[src/rtl/instr_encoder_if.sv]
// instr_encoder_if: request/response bundle for the RISC-V instruction encoder.
//   request : in_valid/in_ready, in_fmt, in_rd, in_rs1, in_rs2, in_funct3, in_imm
//   response: out_valid/out_ready, out_instr, out_addr[ADDR_W]
//   sideband: addr_clr (reload address, clear error), imm_err (sticky error)
// slave modport is the encoder side; master is the producer/consumer side.
interface instr_encoder_if #(parameter int ADDR_W = 32);
  logic              in_valid;
  logic              in_ready;
  logic [1:0]        in_fmt;
  logic [4:0]        in_rd;
  logic [4:0]        in_rs1;
  logic [4:0]        in_rs2;
  logic [2:0]        in_funct3;
  logic [31:0]       in_imm;
  logic              out_valid;
  logic              out_ready;
  logic [31:0]       out_instr;
  logic [ADDR_W-1:0] out_addr;
  logic              addr_clr;
  logic              imm_err;

  modport slave (
    input  in_valid, in_fmt, in_rd, in_rs1, in_rs2, in_funct3, in_imm,
           out_ready, addr_clr,
    output in_ready, out_valid, out_instr, out_addr, imm_err
  );

  modport master (
    output in_valid, in_fmt, in_rd, in_rs1, in_rs2, in_funct3, in_imm,
           out_ready, addr_clr,
    input  in_ready, out_valid, out_instr, out_addr, imm_err
  );
endinterface

[src/rtl/instr_encoder.sv]
// instr_encoder: packs format/register fields/immediate into a RISC-V word
// (LOAD, ALU-I, STORE, AUIPC) and queues it in a 2-entry valid/ready FIFO.
// Each popped word advances a byte address counter by 4.
// Ports:
//   clk, rst   - clock, asynchronous active-high reset
//   bus        - instr_encoder_if.slave (request, response, addr_clr, imm_err)
// Parameters: ADDR_W (address width, wraps mod 2^ADDR_W), BASE_ADDR.
// Optional feature macro: IMM_RANGE_CHECK_EN - out-of-range immediates are
// handshaken but dropped, and set the sticky imm_err flag.
module instr_encoder #(
  parameter int                ADDR_W    = 32,
  parameter logic [ADDR_W-1:0] BASE_ADDR = '0
) (
  input logic            clk,
  input logic            rst,
  instr_encoder_if.slave bus
);

  typedef enum logic [1:0] {EMPTY, ONE, FULL} occ_t;

  occ_t              state;
  logic [31:0]       head_q, tail_q;
  logic              vld_q, rdy_q;
  logic [ADDR_W-1:0] addr_q;
  logic [31:0]       word;
  logic              push, pop, bad, enq;

  function automatic logic [31:0] enc(input logic [1:0] fmt, input logic [4:0] rd,
                                      input logic [4:0] rs1, input logic [4:0] rs2,
                                      input logic [2:0] f3, input logic [31:0] imm);
    logic [31:0] w;
    case (fmt)
      2'd0:    w = {imm[11:0], rs1, f3, rd, 7'b0000011};
      2'd1:    w = {imm[11:0], rs1, f3, rd, 7'b0010011};
      2'd2:    w = {imm[11:5], rs2, rs1, f3, imm[4:0], 7'b0100011};
      default: w = {imm[31:12], rd, 7'b0010111};
    endcase
    return w;
  endfunction

  always_comb begin
    word = enc(bus.in_fmt, bus.in_rd, bus.in_rs1, bus.in_rs2, bus.in_funct3, bus.in_imm);
    push = bus.in_valid && rdy_q;
    pop  = vld_q && bus.out_ready;
`ifdef IMM_RANGE_CHECK_EN
    // U needs low 12 bits clear; I/S need [31:11] to be a pure sign extension
    if (bus.in_fmt == 2'd3) bad = |bus.in_imm[11:0];
    else                    bad = !((&bus.in_imm[31:11]) || !(|bus.in_imm[31:11]));
`else
    bad = 1'b0;
`endif
    // a rejected request still completes its handshake, it just never lands
    enq = push && !bad;
  end

  // occupancy FSM; head_q is the FIFO head and drives out_instr directly
  always_ff @(posedge clk or posedge rst) begin
    if (rst) begin
      state  <= EMPTY;
      head_q <= '0;
      tail_q <= '0;
      vld_q  <= 1'b0;
      rdy_q  <= 1'b1;
    end else begin
      case (state)
        EMPTY: if (enq) begin
          head_q <= word;
          vld_q  <= 1'b1;
          state  <= ONE;
        end
        ONE: case ({enq, pop})
          2'b10: begin
            tail_q <= word;
            rdy_q  <= 1'b0;
            state  <= FULL;
          end
          2'b01: begin
            vld_q <= 1'b0;
            state <= EMPTY;
          end
          2'b11: head_q <= word;
          default: ;
        endcase
        FULL: if (pop) begin
          head_q <= tail_q;
          rdy_q  <= 1'b1;
          state  <= ONE;
        end
        default: begin
          vld_q <= 1'b0;
          rdy_q <= 1'b1;
          state <= EMPTY;
        end
      endcase
    end
  end

  // addr_clr has priority over the pop increment; wrap is natural overflow
  always_ff @(posedge clk or posedge rst) begin
    if (rst)               addr_q <= BASE_ADDR;
    else if (bus.addr_clr) addr_q <= BASE_ADDR;
    else if (pop)          addr_q <= addr_q + ADDR_W'(4);
  end

`ifdef IMM_RANGE_CHECK_EN
  logic err_q;
  always_ff @(posedge clk or posedge rst) begin
    if (rst)               err_q <= 1'b0;
    else if (bus.addr_clr) err_q <= 1'b0;
    else if (push && bad)  err_q <= 1'b1;
  end
  assign bus.imm_err = err_q;
`else
  assign bus.imm_err = 1'b0;
`endif

  assign bus.in_ready  = rdy_q;
  assign bus.out_valid = vld_q;
  assign bus.out_instr = head_q;
  assign bus.out_addr  = addr_q;

endmodule
[src/flat_wrapper.sv]
// flat-port wrapper written by rule: the top's interface ports become plain ports
module instr_encoder_flat 
#(
  parameter int                ADDR_W    = 32,
  parameter logic [ADDR_W-1:0] BASE_ADDR = '0
)
  (clk, rst, bus_in_valid, bus_in_fmt, bus_in_rd, bus_in_rs1, bus_in_rs2, bus_in_funct3, bus_in_imm, bus_out_ready, bus_addr_clr, bus_in_ready, bus_out_valid, bus_out_instr, bus_out_addr, bus_imm_err);
  instr_encoder_if #(.ADDR_W(ADDR_W)) bus_i ();
  input logic clk;
  input logic rst;
  input wire logic [$bits(bus_i.in_valid)-1:0] bus_in_valid;
  input wire logic [$bits(bus_i.in_fmt)-1:0] bus_in_fmt;
  input wire logic [$bits(bus_i.in_rd)-1:0] bus_in_rd;
  input wire logic [$bits(bus_i.in_rs1)-1:0] bus_in_rs1;
  input wire logic [$bits(bus_i.in_rs2)-1:0] bus_in_rs2;
  input wire logic [$bits(bus_i.in_funct3)-1:0] bus_in_funct3;
  input wire logic [$bits(bus_i.in_imm)-1:0] bus_in_imm;
  input wire logic [$bits(bus_i.out_ready)-1:0] bus_out_ready;
  input wire logic [$bits(bus_i.addr_clr)-1:0] bus_addr_clr;
  output wire logic [$bits(bus_i.in_ready)-1:0] bus_in_ready;
  output wire logic [$bits(bus_i.out_valid)-1:0] bus_out_valid;
  output wire logic [$bits(bus_i.out_instr)-1:0] bus_out_instr;
  output wire logic [$bits(bus_i.out_addr)-1:0] bus_out_addr;
  output wire logic [$bits(bus_i.imm_err)-1:0] bus_imm_err;
  assign bus_i.in_valid = bus_in_valid;
  assign bus_i.in_fmt = bus_in_fmt;
  assign bus_i.in_rd = bus_in_rd;
  assign bus_i.in_rs1 = bus_in_rs1;
  assign bus_i.in_rs2 = bus_in_rs2;
  assign bus_i.in_funct3 = bus_in_funct3;
  assign bus_i.in_imm = bus_in_imm;
  assign bus_i.out_ready = bus_out_ready;
  assign bus_i.addr_clr = bus_addr_clr;
  assign bus_in_ready = bus_i.in_ready;
  assign bus_out_valid = bus_i.out_valid;
  assign bus_out_instr = bus_i.out_instr;
  assign bus_out_addr = bus_i.out_addr;
  assign bus_imm_err = bus_i.imm_err;
  instr_encoder #(.ADDR_W(ADDR_W), .BASE_ADDR(BASE_ADDR)) u_core (.clk(clk), .rst(rst), .bus(bus_i));
endmodule
[config.mk]
export PLATFORM = sky130hd
export DESIGN_NAME = instr_encoder_flat
export DESIGN_NICKNAME = d
export VERILOG_FILES = /design/src/rtl/instr_encoder_if.sv /design/src/rtl/instr_encoder.sv /design/src/flat_wrapper.sv
export SDC_FILE = /design/constraint.sdc
export NUM_CORES = 1
export LEC_CHECK = 0
export ABC_AREA = 1
export CAP_MARGIN = 20
export CORE_UTILIZATION = 53
export DETAILED_ROUTE_END_ITERATION = 8
export GPL_TIMING_DRIVEN = 0
export PLACE_DENSITY = 0.87
export SYNTH_ARGS = -nofsm -noshare
export SYNTH_HDL_FRONTEND = slang
export SYNTH_SLANG_ARGS = --single-unit
[constraint.sdc]
create_clock -name clk -period 6.7 [get_ports clk]
set_clock_uncertainty 0.15 [all_clocks]
set_input_delay 1.005 -clock clk [delete_from_list [all_inputs] [get_ports clk]]
set_output_delay 1.005 -clock clk [all_outputs]
set_load 0.02 [all_outputs]
Word-level counts from Yosys, hierarchy flattened. Cells that the tools add are included.

Output and inout bits: 67. Input bits: 57. Logic and storage cells: 50. Bits in registers: 100.

Bitwise logic cells: 2. Mux-type cells: 17. Reduce and logical (&&, ||, !) cells: 11. $add $sub $neg: 1. Eq/ne operators: 13.

Operator list (number): case mux 32 bit (3 select lines) (2); two-way mux 32 bit (5); adder 32 x 3 -> 32 bit, second input constant (1); AND reduction 3 bit (3); == test 2 bit, second input constant (4); == test 2 x 1 -> 1 bit, second input constant (3); != test 2 x 1 -> 1 bit, second input constant (3); case mux 1 bit (3 select lines) (2); case mux 2 bit (3 select lines) (1); zero test 2 bit (2); two-way mux 1 bit (4); two-way mux 2 bit (2); != test 2 bit, second input constant (2); case mux 2 bit (2 select lines) (1); AND reduction 4 bit (1); != test 3 x 2 -> 1 bit, second input constant (1); nonzero test 3 bit (1); logical AND 1 bit (2); inverter 1 bit (2); AND reduction 2 bit (1); nonzero test 2 bit (1).

Depth between registers and ports, before layout.
Depth in word-level cells: 4. Gate-level depth with buffers: 9. Mapped depth without buffers: 9.

Least setup slack after synthesis. No wires, ideal clock.

Path kind: input-to-reg. Start point: input bus_out_ready. End point: register u_core.tail_q[2]. Path buffers: 1. Required time: 6.421 ns. Stages: 9. Slack: 4.672 ns. Data arrival time: 1.749 ns. Path through: nand2_2 -> inv_2 -> nor2_2 -> inv_2 -> nor2_4 -> inv_2 -> buf_2 -> nand2_1 -> o21ai_1.

Cells in the longest elaborated chain, start to end: 3.

Ends and longest elaborated chain: start: declaration (line flat_wrapper.sv:18) `input wire logic [$bits(bus_i.out_ready)-1:0] bus_out_ready;`; logical AND 1 bit (line instr_encoder.sv:44) `pop = vld_q && bus.out_ready;`; == test 2 bit (line instr_encoder.sv:71) `ONE: case ({enq, pop})`; AND reduction 2 bit (no line); end signal: assignment (line instr_encoder.sv:73) `tail_q <= word;`; end: declaration (line instr_encoder.sv:22) `logic [31:0] head_q, tail_q;`.

No other way between the ends. A chain may end at the register's enable or synchronous reset.

Final worst setup path.
Start point: register u_core.rdy_q, in the netlist u_core.bus.in_ready. End point: output bus_in_ready.

RTL lines: start: declaration (line instr_encoder.sv:23) `logic vld_q, rdy_q;`; start signal: assignment (line instr_encoder.sv:63) `rdy_q <= 1'b1;`; start signal: assignment (line instr_encoder.sv:74) `rdy_q <= 1'b0;`; start signal: assignment (line instr_encoder.sv:86) `rdy_q <= 1'b1;`; end: declaration (line flat_wrapper.sv:20) `output wire logic [$bits(bus_i.in_ready)-1:0] bus_in_ready;`.

No word-level cell between the ends.

==> out/metrics.sh <==
TIMING.CRITICAL_PATH.REQUIRED_NS=5.54
SETUP_VIOLATIONS=0
BUF_INV_STAGES_CRIT_PATH=1
RUN_STATUS='finished with violations'
IO_BUFFER_COUNT=118
SYNTH_CELL_TYPES=31
POST-ROUTE-DRC-COUNT=1
SYNTHMOSTINSTANTIATEDCELL='sky130_fd_sc_hd__nand2_1'
FLOORPLAN.ROWS=34
SYNTHADDERAREAFRAC=0.00265
ROUTED_WIRELENGTH_MM=12.5
AVGROUTEDWIREPERCELL_UM=14.2
SYNTH_TOP_FLOP_CELL='sky130_fd_sc_hd__dfrtp_1'
ANTENNA_LEFT=0
SYNTH_TOP_AREA_FRAC=0.481
TOTAL_NEGATIVE_SLACK_FOR_SETUP_CHECKS_NS=0
TIMING_MAX_TRANSITION_VIOLATIONS_FINAL=0
TIMING.CRITICAL_PATH.SLOWEST_STAGE_CELL='sky130_fd_sc_hd__clkdlybuf4s50_1'
DIE_HEIGHT_UM=96.5
STATIC-LEAKAGE-POWER_nW=2.93
CRITICAL_PATH_PEAK_FANOUT=3
POWER_REPORT.INTERNAL_TOTAL_mW=1.34
HOLD_PATH_CLASS='flop to flop'
CTS.REPAIR.RESIZED=0
REGISTER_AREA_SQ_UM=2300
WORST_PATH_LARGEST_CELL_DELAY_NS=0.60
GP_CONGESTION=0.883
FIRST_GLOBAL_VIAS=4469
CRITICAL_PATH_CLASS='flop to output pin'
VIA_PER_INST=5.41
POWER.SHARE.COMBINATIONAL=0.430
POSTSYNTHREGISTERBITS=92
HTREE_LEVELS=3
ANTENNA_CELLS=0
FINALNETCOUNT=825
YOSYS_WARNINGS=0
CRITICAL_PATH.REG2REG.STARTPOINT='u_core.bus.in_ready'
POST_SYNTH_MUX_AREA_SHARE=0
DIE_X_UM=96.5
CLKLATENCYLATEPIN_NS=0.35
INITIAL_UTILIZATION=0.545
P_PER_AREA_nW_PER_UM2=350
PATH_CLK_SLEW_NS=0.08
FINALCRITICALPERIOD_NS=2.66
IRDROPWORSTVDD_mV=0.284
POST_ROUTE_CELLS_DRIVE_ABOVE_1_SHARE=0.0960
SYNTH_TOP_CELLS_BY_AREA='sky130_fd_sc_hd__dfrtp_1 (48%), sky130_fd_sc_hd__nand2_1 (15%), sky130_fd_sc_hd__nor2_1 (6.2%)'
NUMBER_OF_CLOCK_SINKS=92
CRIT_PATH_END_KIND='output pin'
FLOORPLAN.IO_PINS=124
POSTCTSSETUPREPAIRBUFS=0
POST_SYNTH_INSTANCE_AREA_SQ_UM=4730
GRT_START_MAX_NET_PINS=61
CAP_VIOLATIONS=0
FMAXACHIEVABLE_MHz=376
WORST_MIN_DELAY_PATH_ENDPOINT='u_core.tail_q[8]'
TIMING.REG2REG.WORST_PATH_DEPTH=8
TRITONCTS='built'
POWER_FRAC_SEQ=0.389
AVG_INST_SIZE_SYNTH_SQ_UM=7.47
POWER.CLOCK.FRACTION=0.181
FINAL_MIN_PERIOD_OVER_CLOCK_PERIOD=0.397
CORE_AREA_SQ_UM=8680
SYNTHXORXNORAREAFRAC=0
SIMPLE_GATE_FRACTION_OF_SYNTH_AREA=0.294
GRT_ANTENNA_BEFORE_REPAIR=0
NFILLCELLS=678
SYNTH_COMMONEST_CELLS='sky130_fd_sc_hd__nand2_1 (195), sky130_fd_sc_hd__dfrtp_1 (91), sky130_fd_sc_hd__nor2_1 (78), sky130_fd_sc_hd__a21oi_1 (51), sky130_fd_sc_hd__inv_1 (46)'
LARGEST_FAMILY_OF_LOGIC_CELLS_BY_SYNTHESIZED_AREA='simple AND/OR/NAND/NOR gates'
POWER.SWITCHING_uW=864
MULTI_INPUT_AREA_SQ_UM=2080
CTSLONGESTPATHBUFFERS=2
SYNTH.LARGEST_AREA_CELL='sky130_fd_sc_hd__dfrtp_1'
DIE-AREA_SQ_UM=9310
SYNTH-ASYNC-RESET-RATIO=1.00
HOLD_FIX_BUFFERS_AT_CTS=0
SYN_INST=633
GRT_OVERFLOW=0
HOLD_WS_NS=0.330
SYNTH-EDFF-COUNT=0
SOURCE_OF_THE_WORST_HOLD_TIMING_PATH='u_core.tail_q[8]'
HOLD_DEPTH=2
CRIT_PATH_START_KIND='flop'
WORST_R2R_ENDPOINT='u_core.tail_q[12]'
DETAILEDROUTE.FIRSTITERATIONVIOLATIONS=273
SYN2LAYOUT_AREA_GROWTH_PCT=33.1
VIOLATIONS_IN_THE_FINAL_REPORTS='design-rule violations'
SEQ_TOTAL_AREA_YOSYS=0.487
CRIT_ARRIVAL_NS=1.51
POWER.TOTAL_mW=2.21
TRITONCTS.NUM_BUFFERS=9
GRT_PASS1_WL_MM=20.3
CRITPATHTOPFAMILY='buffers and inverters'
HOLD_VIOL=0
HPWLAFTERDP_MM=9.43
GRT_SETUP_UNREPAIRED='false'
DETAIL_ROUTE.FIRST_PASS.ITERATIONS=6
GLOBALROUTETOTALUTIL=0.285
CLOCK-ROOT-BUFFER='sky130_fd_sc_hd__clkbuf_8'
R2R_SLACK_NS=4.87
CRIT_CHAIN='clkdlybuf4s50_1'
SYNTH_COMPOUND_AREA_FRAC=0.140
P_SW_FRAC=0.391
VIAS=4754
-- layer usage --
metal | vias up | GRT usage | share of wire
met4 | 0 | 0.120 | 0.028
met1 | 2229 | 0.358 | 0.41
li1 | 2276 | - | -
met2 | 215 | 0.486 | 0.49
met3 | 34 | 0.0493 | 0.067
met5 | - | 0 | 0
-- sequential cells by signal, summed over array words and instances, names as in the netlist --
register	flops
u_core.bus.in_ready	1
u_core.bus.out_addr	30
u_core.bus.out_instr	29
u_core.bus.out_valid	1
u_core.state	2
u_core.tail_q	29
-- layout by cell type (no fill, tap or decap), drive strengths merged, types with 4 or more instances in the layout --
cell,instances
a21oi,57
a31oi,4
buf,26
clkbuf,14
clkdlybuf4s50,118
conb,5
dfrtp,91
inv,52
nand2,201
nand3,31
nand4,5
nor2,90
o21ai,63
-- cell type report --
type / count / area share
well taps: 108 / 0.0215
flip-flops and latches: 92 / 0.366
inverters: 52 / 0.0318
plain buffers: 28 / 0.0254
clock inverters: 4 / 0.0119
clock buffers: 11 / 0.0209
repair buffers: 119 / 0.192
multi-input cells: 465 / 0.331
-- power groups by stage --
stage	Combinational (mW)	Clock (mW)	Sequential, mW
5_1_grt	1.04	0.428	0.874
2_1_floorplan	0.461	0	0.953
6_report	0.950	0.399	0.859
3_5_place_dp	0.950	0	0.861
4_1_cts	0.953	0.401	0.855
3_3_place_gp	0.913	0	0.854
-- how the worst max path moves through the flow --
| stage | from | endpoint | depth (start not counted) |
|---|---|---|---|
| 3_3_place_gp | rst | u_core.bus.out_instr[7] | 2 |
| 6_report | u_core.bus.in_ready | bus_in_ready | 1 |
| 3_5_place_dp | bus_in_fmt[0] | u_core.bus.out_instr[31] | 8 |
| 4_1_cts | u_core.bus.in_ready | bus_in_ready | 1 |
| 5_1_grt | u_core.bus.in_ready | bus_in_ready | 1 |
| 2_1_floorplan | rst | u_core.bus.out_addr[10] | 1 |
-- through the flow --
step                      area [sq um]  instances  worst slack [ns]  utilization
after global placement            6060        863              1.82        0.698
after floorplan                   4740        637              3.15            -
after global routing              6300        879              4.00        0.726
after CTS                         6300        879              4.03        0.726
final                             6300        879              4.04        0.726
after detailed placement          6090        864              3.87        0.702
-- cells by family (layout without fill, tap and decap cells) --
kind of cell | count (synthesis) | after routing
and+or+nand+nor | 333 | 333
buffers and inverters | 80 | 214
DFF | 92 | 92
adders and majority gates | 1 | 1
other | 1 | 5
AOI/OAI and AO/OA | 126 | 126
(Power assumes the default switching activity.)
